[config.mk]
export PLATFORM = sky130hd
export DESIGN_NAME = digit_serial_alu
export DESIGN_NICKNAME = d
export VERILOG_FILES = /design/src/rtl/digit_serial_alu.sv
export SDC_FILE = /design/constraint.sdc
export NUM_CORES = 1
export LEC_CHECK = 0
export CORE_ASPECT_RATIO = 1.4
export CORE_MARGIN = 4
export CORE_UTILIZATION = 55
export CTS_BUF_LIST = sky130_fd_sc_hd__clkbuf_8
export CTS_CLUSTER_DIAMETER = 50
export DETAILED_ROUTE_END_ITERATION = 7
export PLACE_DENSITY = 0.92
export SETUP_SLACK_MARGIN = 0.15
export SLEW_MARGIN = 25
export SYNTH_ARGS = -nofsm -noshare
export SYNTH_HDL_FRONTEND = slang
export SYNTH_SLANG_ARGS = --single-unit
[constraint.sdc]
create_clock -name clk -period 12.2 [get_ports clk]
set_clock_uncertainty 0.2 [all_clocks]
set_input_delay 1.83 -clock clk [delete_from_list [all_inputs] [get_ports clk]]
set_output_delay 1.83 -clock clk [all_outputs]
set_load 0.1 [all_outputs]
[src/rtl/digit_serial_alu.sv]
// Digit-serial ALU (AND/OR/ADD/SUB/SLT) processing DIGIT bits per cycle, LSB slice first.
// Optional macro DIGIT_SERIAL_ALU_FLAGS_EN enables the registered overflow and zero flags.
module digit_serial_alu #(
   parameter int unsigned WIDTH = 32,
   parameter int unsigned DIGIT = 4
) (
   input  logic             clk,
   input  logic             reset,
   input  logic             in_valid,
   output logic             in_ready,
   input  logic [WIDTH-1:0] a,
   input  logic [WIDTH-1:0] b,
   input  logic [2:0]       op,
   output logic             out_valid,
   input  logic             out_ready,
   output logic [WIDTH-1:0] result,
   output logic             cout,
   output logic             overflow,
   output logic             zero
);

   // WIDTH must be a multiple of DIGIT
   localparam int unsigned N  = WIDTH / DIGIT;
   localparam int unsigned CW = (N > 1) ? $clog2(N) : 1;
   localparam logic [CW-1:0] LAST = CW'(N - 1);

   typedef enum logic [1:0] {IDLE, BUSY, DONE} state_t;

   state_t                  state;
   logic [CW-1:0]           cnt;
   logic                    carry;
   logic [1:0]              op_r;
   logic [N-1:0][DIGIT-1:0] a_r;
   logic [N-1:0][DIGIT-1:0] b_r;
   logic [N-1:0][DIGIT-1:0] acc;

   logic                    sub;
   logic [DIGIT-1:0]        a_s;
   logic [DIGIT-1:0]        b_s;
   logic [DIGIT:0]          sum_ext;
   logic [DIGIT-1:0]        sum_s;
   logic [DIGIT-1:0]        slice_s;
   logic                    c_msb;
   logic                    ovf_s;
   logic                    set_s;
   logic [N-1:0][DIGIT-1:0] res_full;
   logic [WIDTH-1:0]        res_next;

   // SLT always subtracts, regardless of binv
   assign sub = op[2] | (op[1:0] == 2'b11);

   // Current slice: adder, logic ops, and the assembled result for the final slice
   always_comb begin
      a_s      = a_r[cnt];
      b_s      = b_r[cnt];
      sum_ext  = {1'b0, a_s} + {1'b0, b_s} + {{DIGIT{1'b0}}, carry};
      sum_s    = sum_ext[DIGIT-1:0];
      c_msb    = a_s[DIGIT-1] ^ b_s[DIGIT-1] ^ sum_s[DIGIT-1];
      ovf_s    = c_msb ^ sum_ext[DIGIT];
      set_s    = sum_s[DIGIT-1] ^ ovf_s;
      case (op_r)
         2'b00:   slice_s = a_s & b_s;
         2'b01:   slice_s = a_s | b_s;
         default: slice_s = sum_s;
      endcase
      res_full      = acc;
      res_full[cnt] = slice_s;
      res_next      = (op_r == 2'b11) ? WIDTH'(set_s) : res_full;
   end

   always_ff @(posedge clk) begin
      if (reset) begin
         state     <= IDLE;
         cnt       <= '0;
         carry     <= 1'b0;
         in_ready  <= 1'b1;
         out_valid <= 1'b0;
         result    <= '0;
         cout      <= 1'b0;
`ifdef DIGIT_SERIAL_ALU_FLAGS_EN
         overflow  <= 1'b0;
         zero      <= 1'b0;
`endif
      end else begin
         case (state)
            IDLE: begin
               if (in_valid && in_ready) begin
                  a_r      <= a;
                  b_r      <= sub ? ~b : b;
                  op_r     <= op[1:0];
                  carry    <= sub;
                  cnt      <= '0;
                  in_ready <= 1'b0;
                  state    <= BUSY;
               end
            end
            BUSY: begin
               acc[cnt] <= slice_s;
               carry    <= sum_ext[DIGIT];
               cnt      <= cnt + CW'(1);
               if (cnt == LAST) begin
                  cnt       <= '0;
                  result    <= res_next;
                  cout      <= sum_ext[DIGIT];
`ifdef DIGIT_SERIAL_ALU_FLAGS_EN
                  overflow  <= ovf_s;
                  zero      <= (res_next == '0);
`endif
                  out_valid <= 1'b1;
                  state     <= DONE;
               end
            end
            DONE: begin
               if (out_valid && out_ready) begin
                  out_valid <= 1'b0;
                  in_ready  <= 1'b1;
                  state     <= IDLE;
               end
            end
            default: state <= IDLE;
         endcase
      end
   end

`ifndef DIGIT_SERIAL_ALU_FLAGS_EN
   assign overflow = 1'b0;
   assign zero     = 1'b0;
`endif

endmodule
==> flow_summary.yaml, run 1 <==
clocking:
  cts_inserted_buffers: 17
  cts_hold_buffers_added: 0
  htree_num_levels: 4
  clk_pin_slew_ps: 80
  tritoncts: "done"
  clk-insertion-delay-late_ps: 450
  cts.sinks: 139
  postCtsSetupBuffers: 0
  cts-root-buf: "clkbuf_8"
  clockBufferDepth: 2
  cts_resized: 0
pwr:
  switching_power_total_uw: 271
  power_leakage_nw: 2.65
  internal-power_uw: 729
  worst_case_vdd_ir_drop_v: 0.000114
  power.clock.fraction_pct: 34.2
  power-per-cell-area_nw_per_um2: 130
  comb_power_share_pct: 12.5
  pwr-share-seq_pct: 53.3
  p_sw_share_pct: 27.1
  finalPower_mw: 1.00
synthesis:
  post-synth-top-area-fraction_pct: 47.3
  synth_enable_flop_cells: 98
  count_of_synthesis_stage_warnings_from_yosys: 0
  synth_sequential_area_ratio_pct: 60.5
  ys_top_cells_by_area: "edfxtp_1, dfxtp_1, xnor2_1"
  synth.avg_cell_area_um2: 12.8
  yosys_register_bits: 139
  yosys.cell_count.top_type: "edfxtp_1"
  synth_ff_type: "edfxtp_1"
  yosys-top-cells-count: "edfxtp_1, nand2_1, dfxtp_1"
  synth-async-reset-ratio_pct: 0
  post_synth_instance_area_um2: 6220
  synthDistinctLibCells: 57
  post-synth-top-area-cell: "edfxtp_1"
  post_synth_inst_count: 485
routing:
  first_iter_violations: 330
  routed-via-count: 4277
  first_pass_iters: 5
  antenna_violating_nets_post_route: 0
  viasPerCell: 5.80
  wirelength_um: 13100
  drcViolationCount: 0
  drt-wirelength-per-cell_um: 17.7
grt:
  grt_max_degree: 67
  grt_pass1_vias: 4378
  grt_remaining_overflow: 0
  global_route_wire_length_before_repair_um: 20900
  antenna_found_initial: 0
  grt_util_all_layers_pct: 20.4
placement:
  port-buffer-count: 105
  dp_hpwl_um: 9230
  dp.cells: 706
  place_congestion: 0.836
floorplanning:
  design.portCount: 108
  initial_core_util_pct: 56.6
  fp.dieW_um: 97.9
  rows: 45
  coreArea_um2: 11000
  die_height_um: 134
  design.die.area_um2: 13100
layout:
  combined_area_of_the_multi_input_logic_cells_um2: 2260
  design.final.nets: 667
  drive_above_1_share_pct: 12.1
  filler_cell_count: 710
  seqCellArea_um2: 3760
  antenna_cells: 0
  syn_to_final_growth_pct: 23.8
  post_layout_nonfiller_instances: 738
  post_layout_util_pct: 70.1
sta:
  layout_min_cycle_time_ps: 4410
  timing.setup.tns_ps: 0
  timing.final.crit_share_pct: 36.2
  timing_worst_slew_pin_value_ps: 985
  slew_headroom_pct: 34.1
  finalSetupViolations: 0
  fmax_mhz: 227
  hold_violations: 0
  drv_slew: 0
  grt_setup_unrepaired: "false"
setup_path:
  endpoint_kind: "flip-flop"
  crit_arrival_ps: 4560
  timing.critical_path.from_type: "primary input"
  critPathMaxFanout: 34
  required_ps: 12350
  timing.setup.critical_path_class: "primary input to flip-flop"
worst_hold_path:
  hold_path_class: "flip-flop to flip-flop"
outcome:
  outcome: "complete, no violations"
job:
  timing.max_cap.violations: 0
==> cell type report <==
class / count / share of cell area (%)
clock buffers: 17 / 3.04
clock inverters: 15 / 1.71
multi-input cells: 307 / 29.4
inverters: 6 / 0.293
repair buffers: 113 / 14.4
flip-flops and latches: 139 / 48.9
well taps: 141 / 2.29
==> worst max-delay path: stages <==
cell and delay (ps):
clkdlybuf4s50_1 710, nor3b_4 280, buf_4 420, and3_1 860
nand2_1 220, o221ai_1 230
==> power by group through the flow <==
stage	sequential [mW]	clock [mW]	combinational, mW
final	0.533	0.342	0.125
after floorplan	0.544	0	0.0791
after CTS	0.533	0.349	0.124
after detailed placement	0.544	0	0.123
after global routing	0.535	0.368	0.135
after global placement	0.542	0	0.117
==> layout by cell type (no fill, tap or decap), types with 4 or more instances in the layout <==
cell type / instances
o21ai_0: 23
inv_1: 4
inv_8: 5
mux2_2: 4
nand3b_1: 5
a2bb2oi_1: 4
a22o_1: 22
a32oi_1: 5
mux2i_1: 7
o31ai_1: 4
o21ai_2: 6
a31oi_1: 9
nor2_1: 31
clkinv_4: 4
o221ai_1: 8
nor2b_1: 4
mux4_2: 5
dfxtp_1: 41
buf_4: 8
xnor2_1: 32
edfxtp_1: 98
nand2_1: 48
clkdlybuf4s50_1: 105
clkbuf_8: 17
ha_1: 10
a21oi_1: 24
==> metrics by stage <==
step	cell area, µm²	worst slack [ps]	hold slack, ps
6_report	7700	7790	278
5_1_grt	7700	7670	300
4_1_cts	7700	7830	279
3_5_place_dp	7330	7380	258
3_3_place_gp	7330	7560	251
2_1_floorplan	6220	4850	288
==> flip-flops by register name, summed over array words and instances (netlist names) <==
name / count
a_r: 32
acc: 32
b_r: 32
result: 32
cnt: 3
op_r: 2
state: 2
carry: 1
cout: 1
in_ready: 1
out_valid: 1
==> routing by layer <==
metal  up-vias  global-route usage, %  wire, µm
li1       2019                      -         -
met1      2032                   22.3      4940
met2       189                   35.9      6850
met3        37                   4.99       735
met4         0                   11.5       535
met5         -                      0         0
==> logic make-up (layout without fill, tap and decap cells) <==
group | Yosys count | in the layout | share of synthesized area, %
AOI/OAI and AO/OA | 128 | 128 | 15.1
xor gates and xnor gates | 33 | 33 | 4.65
adders and majority gates | 12 | 12 | 2.66
buffers and inverters | 40 | 151 | 3.60
DFF | 139 | 139 | 60.5
muxes | 16 | 16 | 3.66
other | 1 | 2 | 0.0603
and+or+nand+nor | 116 | 116 | 9.70
==> worst paths after layout <==
path | startpoint | end | slack (ps) | cells after the start
min reg2reg | result[27] | result[27] | 280 | 2
max reg2reg | cnt[0] | acc[17] | 8150 | 9
max | reset | result[4] | 7790 | 6
min | result[27] | result[27] | 280 | 2
(Power assumes the default switching activity.)
==> run 2: changes to the inputs <==
- CORE_UTILIZATION: 55 -> 49
- PLACE_DENSITY: 0.92 -> 0.87
- clock period: 12.2 -> 3.6 ns (I/O delays scaled with it)
==> flow_summary.yaml, run 2 (synthesized netlist as in run 1, its figures left out) <==
outcome:
  outcome: "complete, no violations"
sta:
  slew_headroom_pct: 32.9
  grt_setup_unrepaired: "false"
  timing.final.crit_share_pct: 91.8
  hold_violations: 0
  timing.setup.tns_ps: 0
  layout_min_cycle_time_ps: 3310
  timing_worst_slew_pin_value_ps: 1000
  finalSetupViolations: 0
  timing.final.ws_setup_ps: 294
  fmax_mhz: 302
  drv_slew: 0
  final.hold.worst_slack_ps: 274
pwr:
  power_leakage_nw: 2.76
  power-per-cell-area_nw_per_um2: 461
  worst_case_vdd_ir_drop_v: 0.000340
  finalPower_mw: 3.65
setup_path:
  critPathMostFrequentCell: "fa_1"
  critPathSlowestCell: "dfxtp_2"
  required_ps: 3790
  crit_chain: "mux2i_1 -> o21ai_0 -> mux2_2 -> a221o_1 -> fa_1 -> fa_1 -> xor2_1 -> nand2_2 -> a31oi_1 -> a22o_1"
  r2r_end: "result[30]"
  ff2ff_path_depth: 10
  timing.critical_path.from_type: "flip-flop"
  endpoint_kind: "flip-flop"
  critPathMaxStageDelay_ps: 430
  reg2reg_slack_ps: 290
  crit-reg2reg-launch: "cnt[1]"
  crit_arrival_ps: 3490
  timing.setup.critical_path_class: "flip-flop to flip-flop"
  critPathMaxFanout: 11
routing:
  first_iter_violations: 227
  drcViolationCount: 0
  routed-via-count: 4316
  wirelength_um: 13600
  viasPerCell: 5.69
  drt-wirelength-per-cell_um: 18.0
  first_pass_iters: 5
  antenna_violating_nets_post_route: 0
worst_hold_path:
  hold_path_class: "flip-flop to flip-flop"
  worst_hold_path.num_cells: 1
  hold-path-endpoint: "result[24]"
  worst_hold_startpoint: "result[24]"
placement:
  place_congestion: 0.873
  detailedPlace.worstSlack_ps: 136
  cell_area_reported_after_detailed_placement_um2: 7440
  port-buffer-count: 105
  dp_hpwl_um: 9820
  dp.cells: 726
clocking:
  clk-insertion-delay-late_ps: 450
  clockBufferDepth: 2
  tritoncts: "done"
  cts-root-buf: "clkbuf_8"
  htree_num_levels: 4
  clk_pin_slew_ps: 80
  cts.sinks: 139
  cts_inserted_buffers: 17
layout:
  filler_cell_count: 892
  drive_above_1_share_pct: 15.1
  syn_to_final_growth_pct: 27.5
  postLayoutCellArea_um2: 7930
  post_layout_nonfiller_instances: 758
  layout.cells.most_common_list: "clkdlybuf4s50_1, edfxtp_1, nand2_1, dfxtp_1, xnor2_1"
  antenna_cells: 0
  combined_area_of_the_multi_input_logic_cells_um2: 2300
  seqCellArea_um2: 3770
  post_layout_util_pct: 64.1
  mostFrequentLayoutCell: "clkdlybuf4s50_1"
  design.final.nets: 678
grt:
  grt_pass1_vias: 4365
  grt_max_degree: 67
  grt_remaining_overflow: 0
  global_route_wire_length_before_repair_um: 21600
  antenna_found_initial: 0
  grt_util_all_layers_pct: 19.3
floorplanning:
  design.portCount: 108
  design.die.area_um2: 14600
  initial_core_util_pct: 50.3
  fp.dieW_um: 103
  rows: 48
  die_height_um: 141
  coreArea_um2: 12400
job:
  timing.max_cap.violations: 0
-- run 2: repair_timing --
item                                    CTS  global route
resized for setup                         1             7
setup buffers                             0             0
pin swaps                                 0             0
hold buffers                              0             0
endpoints found under the setup margin    1            37
-- run 2: cell type report --
cell class / instances / area share, %
Multi-Input combinational cell: 307 / 29.0
Clock buffer: 19 / 3.30
Timing Repair Buffer: 124 / 15.2
Clock inverter: 13 / 2.32
Sequential cell: 139 / 47.5
Inverter: 6 / 0.284
Tap cell: 150 / 2.37
-- run 2: report_power, final --
part | internal [mW] | switching [mW] | total, mW
combinational | 0.199 | 0.242 | 0.441
clock | 0.799 | 0.606 | 1.40
sequential | 1.78 | 0.0266 | 1.81
-- run 2: worst max path at each step --
stage | from | endpoint | slack, ps | depth (start not counted)
finish | cnt[1] | result[30] | 290 | 10
global route | cnt[1] | result[26] | 140 | 10
CTS | cnt[0] | result[10] | 150 | 9
detailed placement | cnt[1] | result[22] | 140 | 10
global placement | cnt[1] | result[6] | 310 | 10
floorplan | cnt[2] | acc[21] | 320 | 11
-- run 2: routing by layer --
layer	part of all wire, %	GRT usage [%]	up-vias
li1	-	-	2043
met3	5.7	3.94	47
met5	0	0	-
met2	52	32.1	178
met4	5.2	11.9	0
met1	37	22.5	2048
-- run 2: worst max-delay path: cells and delay by family, from the launching register on --
family	cells	cell delay (ps)
compound gates	4	900
xor+xnor	1	190
fa+ha+maj	2	860
flops	1	430
mux	2	500
simple gates	1	180
